File: src/rtl/fft_tw_pkg.sv
// Shared constants for the 4096-point radix-4 FFT twiddle path.
// Used by twiddle_addr_gen (address sequencing) and rom_twiddle (storage).
package fft_tw_pkg;

    localparam int NUM_STAGES = 6;
    localparam int ADDR_W     = 11;

    // Encodings are fixed so existing waveform decoders keep working
    typedef enum logic [1:0] {
        ST_IDLE = 2'd0,
        ST_RUN  = 2'd1,
        ST_DONE = 2'd2
    } tw_state_e;

    // Per-stage ROM window: first word, number of distinct twiddles, and how
    // many times that window is replayed so every stage issues 128 beats
    localparam logic [7:0] STAGE_BASE  [NUM_STAGES] = '{8'd0,   8'd1,   8'd2,  8'd4,  8'd12, 8'd44};
    localparam logic [7:0] STAGE_WORDS [NUM_STAGES] = '{8'd1,   8'd1,   8'd2,  8'd8,  8'd32, 8'd128};
    localparam logic [7:0] STAGE_REPS  [NUM_STAGES] = '{8'd128, 8'd128, 8'd64, 8'd16, 8'd4,  8'd1};

    // ROM word address of twiddle w within stage s
    function automatic logic [7:0] stage_addr(input logic [2:0] s, input logic [6:0] w);
        return STAGE_BASE[s] + {1'b0, w};
    endfunction

    // True for the final beat of a stage: last word of the last replay
    function automatic logic is_last_beat(input logic [2:0] s, input logic [6:0] w,
                                          input logic [6:0] r);
        return ({1'b0, w} == STAGE_WORDS[s] - 8'd1) &&
               ({1'b0, r} == STAGE_REPS[s]  - 8'd1);
    endfunction

endpackage

File: src/rtl/twiddle_addr_gen.sv
// Twiddle ROM address sequencer for the radix-4 FFT.
// Walks every stage as nested replay/word loops and presents one ROM address
// per beat on a valid/ready handshake; all outputs come straight from flops.
module twiddle_addr_gen
    import fft_tw_pkg::*;
#(
    parameter int NUM_STAGES = fft_tw_pkg::NUM_STAGES,
    parameter int ADDR_W     = fft_tw_pkg::ADDR_W
) (
    input  logic              clk,
    input  logic              rst_n,
    input  logic              start_i,
    input  logic              abort_i,
    input  logic              ready_i,
    output logic [ADDR_W-1:0] addr_o,
    output logic              valid_o,
    output logic [2:0]        stage_o,
    output logic              last_o,
    output logic              busy_o,
    output logic              done_o
);

    tw_state_e   state;
    logic [6:0]  w_cnt;
    logic [6:0]  rep_cnt;
    logic [2:0]  stage_cnt;

    logic        accept;
    logic        w_is_last;
    logic        rep_is_last;
    logic        seq_end;
    logic [6:0]  nxt_w;
    logic [6:0]  nxt_rep;
    logic [2:0]  nxt_stage;
    logic [ADDR_W-1:0] nxt_addr;
    logic        nxt_last;

    assign accept  = valid_o && ready_i;
    assign stage_o = stage_cnt;

    // Work out the beat that follows the current one, wrapping words into
    // replays and replays into stages; seq_end flags the very last beat
    always_comb begin
        w_is_last   = ({1'b0, w_cnt}   == STAGE_WORDS[stage_cnt] - 8'd1);
        rep_is_last = ({1'b0, rep_cnt} == STAGE_REPS[stage_cnt]  - 8'd1);
        nxt_w       = w_cnt + 7'd1;
        nxt_rep     = rep_cnt;
        nxt_stage   = stage_cnt;
        seq_end     = 1'b0;
        if (w_is_last) begin
            nxt_w = '0;
            if (rep_is_last) begin
                nxt_rep = '0;
                if (stage_cnt == 3'(NUM_STAGES - 1)) begin
                    seq_end = 1'b1;
                end else begin
                    nxt_stage = stage_cnt + 3'd1;
                end
            end else begin
                nxt_rep = rep_cnt + 7'd1;
            end
        end
        nxt_addr = ADDR_W'(stage_addr(nxt_stage, nxt_w));
        nxt_last = is_last_beat(nxt_stage, nxt_w, nxt_rep);
    end

    // Control FSM plus loop counters; abort wins over start and handshake,
    // and a beat only advances when the consumer accepts it
    always_ff @(posedge clk or posedge rst_n) begin
        if (rst_n) begin
            state     <= ST_IDLE;
            w_cnt     <= '0;
            rep_cnt   <= '0;
            stage_cnt <= '0;
            addr_o    <= '0;
            valid_o   <= 1'b0;
            last_o    <= 1'b0;
            busy_o    <= 1'b0;
            done_o    <= 1'b0;
        end else if (abort_i) begin
            state     <= ST_IDLE;
            w_cnt     <= '0;
            rep_cnt   <= '0;
            stage_cnt <= '0;
            addr_o    <= '0;
            valid_o   <= 1'b0;
            last_o    <= 1'b0;
            busy_o    <= 1'b0;
            done_o    <= 1'b0;
        end else begin
            done_o <= 1'b0;
            case (state)
                ST_IDLE: begin
                    if (start_i) begin
                        state     <= ST_RUN;
                        w_cnt     <= '0;
                        rep_cnt   <= '0;
                        stage_cnt <= '0;
                        addr_o    <= ADDR_W'(stage_addr(3'd0, 7'd0));
                        last_o    <= is_last_beat(3'd0, 7'd0, 7'd0);
                        valid_o   <= 1'b1;
                        busy_o    <= 1'b1;
                    end
                end
                ST_RUN: begin
                    if (accept) begin
                        if (seq_end) begin
                            state     <= ST_DONE;
                            w_cnt     <= '0;
                            rep_cnt   <= '0;
                            stage_cnt <= '0;
                            addr_o    <= '0;
                            last_o    <= 1'b0;
                            valid_o   <= 1'b0;
                            busy_o    <= 1'b0;
                            done_o    <= 1'b1;
                        end else begin
                            w_cnt     <= nxt_w;
                            rep_cnt   <= nxt_rep;
                            stage_cnt <= nxt_stage;
                            addr_o    <= nxt_addr;
                            last_o    <= nxt_last;
                        end
                    end
                end
                ST_DONE: begin
                    state <= ST_IDLE;
                end
                default: begin
                    state <= ST_IDLE;
                end
            endcase
        end
    end

endmodule

File: config.mk
export PLATFORM = sky130hd
export DESIGN_NAME = twiddle_addr_gen
export DESIGN_NICKNAME = d
export VERILOG_FILES = /design/src/rtl/fft_tw_pkg.sv /design/src/rtl/twiddle_addr_gen.sv
export SDC_FILE = /design/constraint.sdc
export NUM_CORES = 1
export LEC_CHECK = 0
export BUFFER_PORTS_ARGS = -buffer_cell sky130_fd_sc_hd__buf_2
export CORE_ASPECT_RATIO = 1.25
export CORE_MARGIN = 8
export CORE_UTILIZATION = 60
export DETAILED_ROUTE_END_ITERATION = 8
export GPL_ROUTABILITY_DRIVEN = 0
export PLACE_DENSITY = 0.92
export SLEW_MARGIN = 20
export SYNTH_ARGS = -nofsm -noshare
export SYNTH_HDL_FRONTEND = slang
export SYNTH_SLANG_ARGS = --single-unit
File: constraint.sdc
create_clock -name clk -period 14.3 [get_ports clk]
set_clock_uncertainty 0.1 [all_clocks]
set_input_delay 0.715 -clock clk [delete_from_list [all_inputs] [get_ports clk]]
set_output_delay 0.715 -clock clk [all_outputs]
set_load 0.05 [all_outputs]
==> PnR_summary.wiki <==
{| class="wikitable"
! Metric !! Value
|-
| Total of flip-flops plus latches after synthesis || 30
|-
| Root buffer cell || clkbuf_8
|-
| TritonCTS clock tree || yes
|-
| Vias after detailed routing || 2836
|-
| Reg2reg start || stage_o[0]
|-
| Clock-pin slew reported for the worst setup and hold paths after clock tree synthesis || 70 ps
|-
| Worst skew pair latency || 290 ps
|-
| Library cells used by synthesis || 72
|-
| Maximum buffer depth of the clock tree || 2
|-
| Share of the yosys chip area belonging to registers || 0.2662
|-
| Data required time at the worst endpoint || 14430 ps
|-
| CP arrival || 6200 ps
|-
| Synthesized-area fraction occupied by ao, oa, aoi and oai cells || 0.2622
|-
| Horiz. Die Dim || 77.32 um
|-
| Maximum number of pins on one net before global-route repair || 31
|-
| Total clock buffers created by CTS || 5
|-
| Layout cell share with drive strength beyond 1 || 0.1278
|-
| Total GRT Usage || 0.2242
|-
| Power per cell area || 57.30 mW/mm^2
|-
| Half-perimeter wire length after placement || 5579 um
|-
| Total of hold buffers inserted after clock tree synthesis || 0
|-
| Number of filler instances in the final layout || 383
|-
| Post-synth design cell area || 0.002820 mm^2
|-
| Effective utilization at floorplan || 0.6098
|-
| Number of cells on the worst reg-to-reg path || 19
|-
| Total number of nets in the final design || 374
|-
| Highest ir drop seen on vdd || 0.06461 mV
|-
| Pre-Repair DR Iteration Count || 5
|-
| Actual transition at the worst max-transition pin || 810.4 ps
|-
| List of cells traversed by the critical path || inv_1 > ha_1 > nand2_1 > ha_1 > ha_1 > xnor2_1 > a2111oi_4 > o311a_2 > nand4_1 > o21ai_0 > or3_1 > ha_1 > nor2b_1 > o21ai_0 > nand2b_1 > a311oi_1 > a41oi_1 > o21ai_0 > a22o_1
|-
| ANT nets after route || 0
|-
| Post-Synthesis Mean Instance Area || 8.270 um^2
|-
| Largest family of logic cells by synthesized area || compound AO/OA/AOI/OAI gates
|-
| Element type at the critical path start || flop
|-
| CP Class || reg2reg
|-
| Final hold vios || 0
|-
| Critical Path Max Stage Delay || 820 ps
|-
| Total routed wirelength || 7889 um
|-
| Final Max Tran Viols || 0
|-
| Routed WL per cell || 19.15 um
|-
| Async S/R FF share, synth || 1.000
|-
| Remaining DRCs || 0
|-
| Worst setup path start || stage_o[0]
|-
| Mux contribution to synthesized area || 0.01508
|-
| Setup tns final || 0 ps
|-
| Worst path setup slack after routing || 8222 ps
|-
| Setup crit end kind || flop
|-
| Synthesized instance count || 341
|-
| Most repeated library cell on the critical path || ha_1
|-
| Lkg Pwr || 1.329 nW
|-
| I/O pins || 23
|-
| DR vias/cell || 6.883
|-
| Number of violations reported at the end of detailed-routing iteration 0 || 210
|-
| Growth of design area from synthesis to finish || 5.812%
|-
| Worst slack, placed || 8468 ps
|-
| Critical-path cell with the highest stage delay || dfrtp_1
|-
| Achievable Freq || 164.5 MHz
|-
| PortBufs || 19
|-
| Yosys warnings || 0
|-
| Number of antenna repair diodes || 0
|-
| Deepest level of the CTS H-tree || 2
|-
| Number of standard cells in the final layout excluding fillers || 412
|-
| Number of setup violations in the final report || 0
|-
| Total placed instance area || 0.002889 mm^2
|-
| Unrepaired setup endpoints after global routing || no
|-
| Num Clock Sinks || 30
|-
| Worst rel slew slack || 0.4597
|-
| Overflow left after global routing || 0
|-
| First-pass GRT wire length || 13120 um
|-
| Simple-Gate Fraction of Synth Area || 0.2511
|-
| Hold Path Class || reg2reg
|-
| Number of antenna violations at the first check in global routing || 0
|-
| Max-cap check violation count || 0
|-
| Result of the run || finished, final reports clean
|-
| Share of the clock period used by the worst path || 0.4250
|-
| Area share of xor/xnor cells in the synthesized design || 0.05901
|-
| Number of global-route vias before repair || 2720
|-
| Sequential standard cell area || 750.7 um^2
|-
| Post-cts repair resize count || 0
|-
| Post-synthesis adder-cell area fraction || 0.08252
|-
| Critical hold path startpoint || addr_o[7]
|-
| Crit-path max FO || 24
|-
| Dominant register cell in the synthesized netlist || dfrtp_1
|-
| Top delay family on crit path || compound AO/OA/AOI/OAI gates
|-
| WHS Path Cells || 2
|-
| Core area || 0.004624 mm^2
|-
| Number of buffers inserted to repair setup after CTS || 0
|-
| Number of buffers and inverters on the critical path || 1
|-
| Post-synth EDFFs || 0
|-
| Die outline height || 92.65 um
|-
| Total Die Area || 0.007164 mm^2
|-
| Number of cells after detailed placement || 404
|-
| Multi-input gate area in the final layout || 0.001901 mm^2
|-
| Post-route worst hold slack || 377.5 ps
|-
| Worst path depth || 19
|-
| Post-layout min period || 6078 ps
|-
| Floorplan row count || 28
|-
| Cell area after layout || 0.002984 mm^2
|}
[cell usage after synthesis (all sizes together) (7+ instances only)]
cell | n | area (um^2)
clkbuf | 9 | 35.03
dfrtp | 30 | 750.7
nand4 | 8 | 50.05
o31ai | 7 | 66.31
nand2 | 42 | 157.7
nand3 | 8 | 40.04
buf | 10 | 81.33
ha | 17 | 212.7
nor2 | 27 | 103.9
xnor2 | 8 | 70.07
a21oi | 12 | 60.06
inv | 16 | 60.06
xor2 | 11 | 96.34
nand2b | 7 | 43.79
o21ai | 34 | 170.2
[flip-flops by register name (all words and copies together) (netlist names)]
name     cells
busy_o       1
rep_cnt      7
done_o       1
stage_o      3
state        2
addr_o       8
w_cnt        7
last_o       1
[worst paths after layout]
| check | end | slack, ps |
|---|---|---|
| setup / recovery | addr_o[6] | 8220 |
| hold / removal | addr_o[7] | 380 |
| setup reg to reg | addr_o[6] | 8220 |
| hold reg to reg | addr_o[7] | 380 |
| max in group asynchronous | stage_o[1] | 13280 |
| min in group asynchronous | rep_cnt[4] | 400 |
[worst min-delay path, stage by stage, from the launching register on]
cell,delay (ps)
dfrtp_1,340
nand2_1,50
o31ai_1,60
[metrics by stage]
stage,utilization,power [mW]
after global routing,0.6453,0.1758
after global placement,0.6247,0.09928
after detailed placement,0.6247,0.09939
final,0.6453,0.1710
after CTS,0.6453,0.1718
after floorplan,-,0.09719
[routing by layer]
| layer | track usage | vias to the layer above | part of all wire |
|---|---|---|---|
| li1 | - | 1286 | - |
| met1 | 0.2752 | 1331 | 0.38 |
| met2 | 0.3568 | 180 | 0.48 |
| met3 | 0.03682 | 39 | 0.093 |
| met4 | 0.1435 | 0 | 0.045 |
| met5 | 0 | - | 0 |
[placed cells by master, fill, tap and decap left out, types with 3 or more instances in the layout]
master,n
conb_1,3
a31oi_1,3
o2111ai_1,5
nand4b_1,3
xor2_1,11
nand4_1,8
a22o_1,6
o31ai_1,6
nor3_1,6
nor4_1,4
and2_1,5
nand3_1,8
clkbuf_8,6
buf_2,19
o211ai_1,4
o21ai_0,32
nor2_1,26
or3_1,3
nand2_1,42
inv_1,15
and3_1,4
dfrtp_1,30
xnor2_1,8
nand2b_1,7
ha_1,17
a21oi_1,12
[where the power goes]
part / internal, mW / leakage [nW] / total, mW / switching [mW]
clock network: 0.0386 / 0.0472 / 0.0730 / 0.0344
registers: 0.0854 / 0.416 / 0.0864 / 0.00102
logic: 0.00237 / 0.865 / 0.0116 / 0.00920
total: 0.126 / 1.33 / 0.171 / 0.0446
[final cells by class]
type,count,share of cell area
multi-input cells,278,0.6369
flip-flops and latches,30,0.2516
repair buffers,20,0.03438
clock buffers,6,0.02767
well taps,60,0.02516
inverters,16,0.02013
clock inverters,2,0.004193
[kinds of logic after synthesis]
| logic type | after synthesis |
|---|---|
| AOI/OAI and AO/OA | 100 |
| and+or+nand+nor | 134 |
| xor gates and xnor gates | 19 |
| buffers and inverters | 35 |
| adders and majority gates | 18 |
| DFF | 30 |
| muxes | 4 |
| other | 1 |
Power figures use the tool's default switching activity.
